**config.mk**
```make
export PLATFORM = sky130hd
export DESIGN_NAME = uart_imem_loader
export DESIGN_NICKNAME = d
export VERILOG_FILES = /design/src/rtl/loader_pkg.sv /design/src/rtl/crc8_byte.sv /design/src/rtl/uart_imem_loader.sv
export SDC_FILE = /design/constraint.sdc
export NUM_CORES = 1
export LEC_CHECK = 0
export BUFFER_PORTS_ARGS = -buffer_cell sky130_fd_sc_hd__buf_4
export CAP_MARGIN = 20
export CORE_MARGIN = 1
export CORE_UTILIZATION = 55
export CTS_BUF_LIST = sky130_fd_sc_hd__clkbuf_2 sky130_fd_sc_hd__clkbuf_4 sky130_fd_sc_hd__clkbuf_8
export CTS_CLUSTER_DIAMETER = 80
export DETAILED_ROUTE_END_ITERATION = 16
export PLACE_DENSITY_LB_ADDON = 0.12
export RECOVER_POWER = 25
export REMOVE_ABC_BUFFERS = 1
export SLEW_MARGIN = 40
export SYNTH_ARGS = -nofsm -noshare
export SYNTH_HDL_FRONTEND = slang
export SYNTH_HIERARCHICAL = 1
export SYNTH_SLANG_ARGS = --single-unit
```
**constraint.sdc**
```tcl
create_clock -name clk -period 5.4 [get_ports clk]
set_input_delay 0.81 -clock clk [delete_from_list [all_inputs] [get_ports clk]]
set_output_delay 0.81 -clock clk [all_outputs]
set_load 0.05 [all_outputs]
```
**src/rtl/loader_pkg.sv**
```systemverilog
// ---------------------------------------------------------------------------
// loader_pkg : shared state encodings and protocol constants for the loader
// rev 1.0
// ---------------------------------------------------------------------------
`default_nettype none

package loader_pkg;

  typedef enum logic [3:0] {
    ST_IDLE   = 4'd0,
    ST_LEN_LO = 4'd1,
    ST_LEN_HI = 4'd2,
    ST_DATA   = 4'd3,
    ST_CRC    = 4'd4,
    ST_RESP   = 4'd5
  } state_e;

  localparam logic [7:0] RESP_ACK = 8'h06;
  localparam logic [7:0] RESP_NAK = 8'h15;
  localparam logic [7:0] CRC_POLY = 8'h07;
  localparam logic [7:0] CRC_INIT = 8'h00;

endpackage

`default_nettype wire

```
**src/rtl/crc8_byte.sv**
```systemverilog
// ---------------------------------------------------------------------------
// crc8_byte : one-byte CRC-8 update, MSB-first, no reflection
// rev 1.0
// ---------------------------------------------------------------------------
`default_nettype none

module crc8_byte
  import loader_pkg::*;
(
  input  logic [7:0] crc_i,
  input  logic [7:0] data_i,
  output logic [7:0] crc_o
);

  logic [7:0] c;

  always_comb begin
    c = crc_i ^ data_i;
    for (int i = 0; i < 8; i++) begin
      c = c[7] ? ((c << 1) ^ CRC_POLY) : (c << 1);
    end
    crc_o = c;
  end

endmodule

`default_nettype wire

```
**src/rtl/uart_imem_loader.sv**
```systemverilog
// ---------------------------------------------------------------------------
// uart_imem_loader : receives a framed program image over UART, writes it to
//                    instruction memory and holds the core in reset meanwhile
// rev 1.0
// ---------------------------------------------------------------------------
`default_nettype none

module uart_imem_loader
  import loader_pkg::*;
#(
  parameter int         ADDR_W      = 14,
  parameter int         TIMEOUT_CYC = 2700000,
  parameter logic [7:0] SYNC_BYTE   = 8'hA5
) (
  input  logic              clk,
  input  logic              reset,
  input  logic [7:0]        rx_data,
  input  logic              rx_valid,
  output logic              imem_we,
  output logic [ADDR_W-1:0] a_uart,
  output logic [31:0]       wd_uart,
  output logic              cpu_reset,
  output logic [7:0]        tx_data,
  output logic              tx_valid,
  input  logic              tx_ready,
  output logic [3:0]        state_tr,
  output logic              load_done
);

  state_e              state_q, state_d;
  logic [15:0]         len_q, len_d;
  logic [1:0]          bcnt_q, bcnt_d;
  logic [23:0]         buf_q, buf_d;
  logic [31:0]         wd_q, wd_d;
  logic [ADDR_W-1:0]   addr_q, addr_d;
  logic                we_q, we_d;
  logic                cpu_rst_q, cpu_rst_d;
  logic [7:0]          tx_data_q, tx_data_d;
  logic                tx_valid_q, tx_valid_d;
  logic                done_q, done_d;
  logic [7:0]          crc_q, crc_d;
  logic [31:0]         tout_q, tout_d;
  logic [7:0]          crc_upd;
  logic [15:0]         len_full;
  logic                in_frame;
  logic                expired;

  crc8_byte u_crc (
    .crc_i  (crc_q),
    .data_i (rx_data),
    .crc_o  (crc_upd)
  );

  assign in_frame = (state_q == ST_LEN_LO) || (state_q == ST_LEN_HI) ||
                    (state_q == ST_DATA)   || (state_q == ST_CRC);
  assign expired  = in_frame && !rx_valid && (tout_q == 32'(TIMEOUT_CYC - 1));
  assign len_full = {rx_data, len_q[7:0]};

  always_comb begin
    state_d    = state_q;
    len_d      = len_q;
    bcnt_d     = bcnt_q;
    buf_d      = buf_q;
    wd_d       = wd_q;
    addr_d     = addr_q;
    we_d       = 1'b0;
    cpu_rst_d  = cpu_rst_q;
    tx_data_d  = tx_data_q;
    tx_valid_d = tx_valid_q;
    done_d     = 1'b0;
    crc_d      = crc_q;
    tout_d     = '0;

    if (in_frame && !rx_valid) tout_d = tout_q + 32'd1;

    // Address advances the cycle after a write, except after the final word.
    if (we_q && state_q == ST_DATA) addr_d = addr_q + 1'b1;

    if (expired) begin
      state_d    = ST_RESP;
      tx_valid_d = 1'b1;
      tx_data_d  = RESP_NAK;
    end else begin
      case (state_q)
        ST_IDLE: begin
          if (rx_valid && rx_data == SYNC_BYTE) begin
            state_d   = ST_LEN_LO;
            cpu_rst_d = 1'b1;
            crc_d     = CRC_INIT;
            bcnt_d    = '0;
            addr_d    = '0;
          end
        end
        ST_LEN_LO: begin
          if (rx_valid) begin
            len_d   = {8'h00, rx_data};
            crc_d   = crc_upd;
            state_d = ST_LEN_HI;
          end
        end
        ST_LEN_HI: begin
          if (rx_valid) begin
            len_d = len_full;
            crc_d = crc_upd;
            if (len_full == 16'd0 || {16'd0, len_full} > (32'd1 << ADDR_W)) begin
              state_d    = ST_RESP;
              tx_valid_d = 1'b1;
              tx_data_d  = RESP_NAK;
            end else begin
              state_d = ST_DATA;
              addr_d  = '0;
              bcnt_d  = '0;
            end
          end
        end
        ST_DATA: begin
          if (rx_valid) begin
            crc_d  = crc_upd;
            bcnt_d = bcnt_q + 2'd1;
            case (bcnt_q)
              2'd0:    buf_d[7:0]   = rx_data;
              2'd1:    buf_d[15:8]  = rx_data;
              2'd2:    buf_d[23:16] = rx_data;
              default: begin
                wd_d = {rx_data, buf_q};
                we_d = 1'b1;
                if (32'(addr_q) + 32'd1 == {16'd0, len_q}) state_d = ST_CRC;
              end
            endcase
          end
        end
        ST_CRC: begin
          if (rx_valid) begin
            state_d    = ST_RESP;
            tx_valid_d = 1'b1;
            tx_data_d  = (rx_data == crc_q) ? RESP_ACK : RESP_NAK;
          end
        end
        ST_RESP: begin
          if (tx_ready) begin
            state_d    = ST_IDLE;
            tx_valid_d = 1'b0;
            if (tx_data_q == RESP_ACK) begin
              cpu_rst_d = 1'b0;
              done_d    = 1'b1;
            end
          end
        end
        default: state_d = ST_IDLE;
      endcase
    end
  end

  always_ff @(posedge clk or negedge reset) begin
    if (!reset) begin
      state_q    <= ST_IDLE;
      len_q      <= '0;
      bcnt_q     <= '0;
      buf_q      <= '0;
      wd_q       <= '0;
      addr_q     <= '0;
      we_q       <= 1'b0;
      cpu_rst_q  <= 1'b0;
      tx_data_q  <= '0;
      tx_valid_q <= 1'b0;
      done_q     <= 1'b0;
      crc_q      <= '0;
      tout_q     <= '0;
    end else begin
      state_q    <= state_d;
      len_q      <= len_d;
      bcnt_q     <= bcnt_d;
      buf_q      <= buf_d;
      wd_q       <= wd_d;
      addr_q     <= addr_d;
      we_q       <= we_d;
      cpu_rst_q  <= cpu_rst_d;
      tx_data_q  <= tx_data_d;
      tx_valid_q <= tx_valid_d;
      done_q     <= done_d;
      crc_q      <= crc_d;
      tout_q     <= tout_d;
    end
  end

  assign imem_we   = we_q;
  assign a_uart    = addr_q;
  assign wd_uart   = wd_q;
  assign cpu_reset = cpu_rst_q;
  assign tx_data   = tx_data_q;
  assign tx_valid  = tx_valid_q;
  assign state_tr  = state_q;
  assign load_done = done_q;

endmodule

`default_nettype wire

```
# Word level (Yosys, flattened, before mapping)
# Index checks and enable logic that the tools add are counted.
# word_totals
ff_bits,144
input_bits,12
output_inout_bits,62
wordCells,155
# classes
addsub,4
magnitude_cmp,1
n_eq_ne,29
n_mux,61
bitwise,12
n_reduce_logical,32
# op_table
operator,n
14-bit 2-to-1 mux,5
8-bit 2-to-1 mux,6
4-bit 2-to-1 mux,9
"32-bit by 1-bit adder with 32-bit output, second input constant",1
"32-bit by 22-bit == test with 1-bit output, second input constant",1
16-bit 2-to-1 mux,2
32-bit 2-to-1 mux,1
16-bit case mux with 2 select lines,1
8-bit case mux with 2 select lines,2
4-bit AND reduction,8
14-bit case mux with 2 select lines,1
3-bit 2-to-1 mux,9
3-bit NOT,8
4-bit case mux with 6 select lines,1
"3-bit != test, second input constant",7
15-bit by 16-bit == test with 1-bit output,1
"16-bit by 15-bit > comparator with 1-bit output, second input constant",1
16-bit zero test,1
1-bit 2-to-1 mux,16
"14-bit by 1-bit adder with 15-bit output, second input constant",1
"14-bit by 1-bit adder with 14-bit output, second input constant",1
"2-bit != test, second input constant",7
5-bit AND reduction,2
"4-bit by 2-bit == test with 1-bit output, second input constant",2
other kinds (28),45

# Logic depth before layout (Yosys ltp)
# logic_depth
depth_word,19
depth_mapped,9
ltp_nobuf,7

# By module
# The synthesis kept the hierarchy.
# by_module_without_submodules
mod,n_inst,cells_each,area_per_inst_um2,seq_area_each_um2
uart_imem_loader,1,648,6810.3,3453.3
crc8_byte,1,20,212.7,0.0

# Worst setup path before layout
# OpenSTA, ideal clock, no wires.
# synth_path
kind,input to register
startpoint,input port rx_valid
endpoint,register len_q[0]
setup_time_ps,125
t_arrival_ps,2542
t_required_ps,5275
path_slack_ps,2733
stages,7
n_path_buf,3
path_cell_list,buf_2 -> or3b_1 -> buf_2 -> nor4_4 -> or4_1 -> buf_6 -> mux2_4
# synth_between
elab_chain_cells,5
# synth_lines
item,line,rtl
from (decl),uart_imem_loader.sv:18,"input logic rx_valid,"
1-bit zero test,uart_imem_loader.sv:56,assign expired = in_frame && !rx_valid && (tout_q == 32'(TIMEOUT_CYC - 1));
1-bit logical AND (2 in series),uart_imem_loader.sv:56,
1-bit NOT (no source line),--,
4-bit AND reduction (no source line) *,--,
to (signal assigned),uart_imem_loader.sv:171,len_q <= len_d;
to (decl),uart_imem_loader.sv:31,"logic [15:0] len_q, len_d;"
# Every way passes the cells marked *; elsewhere a longest branch is shown, timed or not.
# A chain may end at the register's enable or synchronous reset.

# Final worst setup path
# layout_path
startpoint,register state_q[0] (netlist: state_tr[0])
endpoint,register len_q[3]
# layout_between
elab_chain_cells,8
word_cells_on_any_way,13
cone_classes,eq/ne: 4; mux: 1; bitwise: 2; reduce/logical: 6
# layout_lines
item,line,rtl
from (decl),uart_imem_loader.sv:30,"state_e state_q, state_d;"
from (signal assigned),uart_imem_loader.sv:170,state_q <= state_d;
4-bit by 1-bit == test with 1-bit output or 4-bit by 2-bit == test with 1-bit output (tied branches),"uart_imem_loader.sv:54, uart_imem_loader.sv:84",
1-bit logical OR (2 in series),uart_imem_loader.sv:54,assign in_frame = (state_q == ST_LEN_LO) || (state_q == ST_LEN_HI) ||
1-bit logical OR,uart_imem_loader.sv:55,(state_q == ST_DATA) || (state_q == ST_CRC);
1-bit logical AND (2 in series),uart_imem_loader.sv:56,
1-bit NOT (no source line),--,
4-bit AND reduction (no source line),--,
# Several ways; a longest one is shown, not always the timed one.

==> flow_metrics.py <==
metrics = {
    "critical_path": {
        "arrival_ps": 3630,
        "crit_family": "simple AND/OR/NAND/NOR gates",
        "path_cells": "nor3_2 > or3b_2 > nor4_4 > or4_1 > mux2_4",
        "path_buf_inv": 0,
        "critPathLaunchType": "flip-flop",
        "path_max_fanout": 34,
        "path_class": "flip-flop to flip-flop",
        "max_stage_delay_ps": 790,
        "crit_path_end_kind": "flip-flop",
        "critical_path_required_ps": 5740,
        "cp_slowest_cell": "or3b_2",
    },
    "clock_tree": {
        "cts_resized": 0,
        "cts_inserted_buffers": 17,
        "tritoncts": "done",
        "holdBufCountCts": 0,
        "cts-htree-levels": 4,
        "cts_sinks": 138,
        "cts.path.max_buffers": 2,
        "clkTransAtPathRegs_ps": 80,
        "insertion_delay_ps": 450,
        "clock-root-buffer": "clkbuf_8",
        "cts_setup_buffers": 0,
    },
    "place": {
        "hpwl_um": 10600,
        "place_area_um2": 7580,
        "dp_slack_ps": 1960,
        "place_congestion": 0.932,
        "port_buffers": 68,
    },
    "yosys": {
        "synthesis.area_um2": 7020,
        "netlist_instances": 668,
        "synth-edff-count": 0,
        "ys_types": 63,
        "ys_ff_latch": 138,
        "synth_warnings": 6,
        "async_reset_ff_share_pct": 100,
        "synth-main-ff-cell": "dfrtp_1",
        "seq_area_frac_synth_pct": 49.2,
        "synth_area_per_cell_um2": 10.5,
    },
    "die": {
        "dieHeight_um": 115,
        "rows": 40,
        "die_w_um": 115,
        "pin_count": 74,
        "coreArea_um2": 12200,
        "fp.dieArea_um2": 13200,
        "start_util_pct": 57.5,
    },
    "flow_run": {
        "drv_cap": 0,
    },
    "grt": {
        "grt_pass1_vias": 5062,
        "antenna_found_initial": 0,
        "gr-total-overflow": 0,
        "grt_usage_pct": 25.6,
        "grt_max_degree": 83,
        "grt_pass1_wl_um": 25500,
    },
    "detailed_routing": {
        "dr.pass1.iters": 4,
        "totalWireLength_um": 15500,
        "dr_total_vias": 5115,
        "viasPerCell": 5.66,
        "wl_per_cell_um": 17.1,
        "drc": 0,
        "antenna_left": 0,
        "first_iter_violations": 416,
    },
    "final_layout": {
        "antenna_cells": 0,
        "area_delta_synth_final_pct": 13.7,
        "nets": 741,
        "layout_common_cells": "138 x dfrtp_1, 70 x buf_4, 64 x nor2_1, 64 x nand2_1",
        "stdcell_area_um2": 7990,
        "regArea_um2": 3450,
        "drive_above_1_share_pct": 24.0,
        "layout_commonest_cell": "dfrtp_1",
        "multiInputGateArea_um2": 3320,
        "fill_cells": 1029,
    },
    "timing": {
        "setup_violations": 0,
        "tns_ps": 0,
        "rsz0062_at_grt": "no",
        "slew_violations": 0,
        "worst_slew_pin_slew_ps": 775,
        "layout_min_cycle_time_ps": 3290,
        "skew_ps": 6.06,
        "timing.final.ws_setup_ps": 2110,
        "post-route-period-util_pct": 60.9,
        "fmax_mhz": 304,
        "hold_violations": 0,
        "slew_headroom_pct": 48.4,
    },
    "power": {
        "p_leak_nw": 3.53,
        "power_density_nw_per_um2": 516,
        "peakVddDrop_uv": 327,
    },
    "min_path": {
        "holdCritPathClass": "input port to async pin",
    },
    "outcome": {
        "outcome": "finished clean",
    },
}
[layer usage]
metal / GRT usage (%) / vias up / part of all wire [%]
met4: 11.9 / 0 / 2.7
li1: - / 2424 / -
met2: 39.7 / 155 / 47
met1: 34.3 / 2503 / 44
met5: 0 / - / 0
met3: 5.90 / 33 / 6.1
[path summary, 6_finish.rpt]
check                                  from          to  slack [ps]  cells after the start
worst max-delay path            state_tr[0]    len_q[3]        2110                      5
worst min-delay path                  reset  tout_q[21]         390                      1
worst max register to register  state_tr[0]    len_q[3]        2110                      5
worst min register to register     buf_q[7]    buf_q[7]         490                      2
max in group asynchronous             reset   buf_q[13]        3850                      2
min in group clk                   buf_q[7]    buf_q[7]         490                      2
[through the flow]
stage / utilization [%] / total power, mW / cells / hold WS (ps)
2_1_floorplan: - / 2.83 / 633 / 446
3_3_place_gp: 62.0 / 3.24 / 871 / 463
3_5_place_dp: 62.1 / 3.30 / 872 / 475
4_1_cts: 65.4 / 4.15 / 904 / 416
5_1_grt: 65.4 / 4.37 / 904 / 432
6_report: 65.4 / 4.12 / 904 / 386
[report_power, final]
| part | leakage, nW | switching [mW] | internal, mW |
|---|---|---|---|
| sequential | 1.82 | 0.269 | 1.32 |
| combinational | 1.53 | 0.978 | 0.707 |
| clock | 0.188 | 0.411 | 0.429 |
[kinds of logic after synthesis]
kind of cell,after synthesis,share of synthesized area (%)
muxes,64,10.6
AOI/OAI and AO/OA,75,6.57
other,1,0.0534
xor gates and xnor gates,84,11.0
DFF,138,49.2
buffers and inverters,54,3.71
adders and majority gates,7,1.21
and+or+nand+nor,245,17.7
[cell type report]
type	instances	area share, %
clock buffer	19	3.20
clock inverter	13	1.83
inverter	15	0.705
multi-input combinational	480	41.6
sequential	138	43.2
tap	168	2.63
timing repair buffer	71	6.75
[sequential cells by signal (all words and copies together) (netlist names)]
register / cells
a_uart: 14
tx_data: 3
tx_valid: 1
bcnt_q: 2
tout_q: 32
crc_q: 8
wd_uart: 32
load_done: 1
imem_we: 1
buf_q: 24
len_q: 16
cpu_reset: 1
state_tr: 3
[cells in the mapped netlist (2+ instances only)]
cell	instances	area share, %
dfrtp_1	138	49
and4_1	4	0.50
or3_1	9	0.80
mux2_4	7	1.5
mux2i_1	3	0.43
clkbuf_1	14	0.75
inv_1	14	0.75
nand3_1	22	1.6
o21ai_0	32	2.3
o21ai_1	2	0.14
or4_1	2	0.21
and2_1	2	0.18
buf_1	5	0.27
nand2_1	64	3.4
xor2_1	27	3.4
nor2_1	64	3.4
and3_1	3	0.27
nand3b_1	2	0.21
nor3_1	16	1.1
ha_1	6	1.1
nor4bb_1	2	0.29
a21oi_1	13	0.93
nor2b_1	5	0.45
nor4_1	15	1.3
or2_2	2	0.18
o31a_1	2	0.25
buf_6	2	0.32
mux2_2	54	8.7
nand2b_1	4	0.36
xnor2_1	54	6.7
buf_4	8	0.86
buf_2	9	0.64
xnor3_2	2	0.68
a22o_1	4	0.50
a22oi_1	6	0.64
a31oi_1	3	0.27
nand4_1	21	1.9
(Power assumes the default switching activity.)
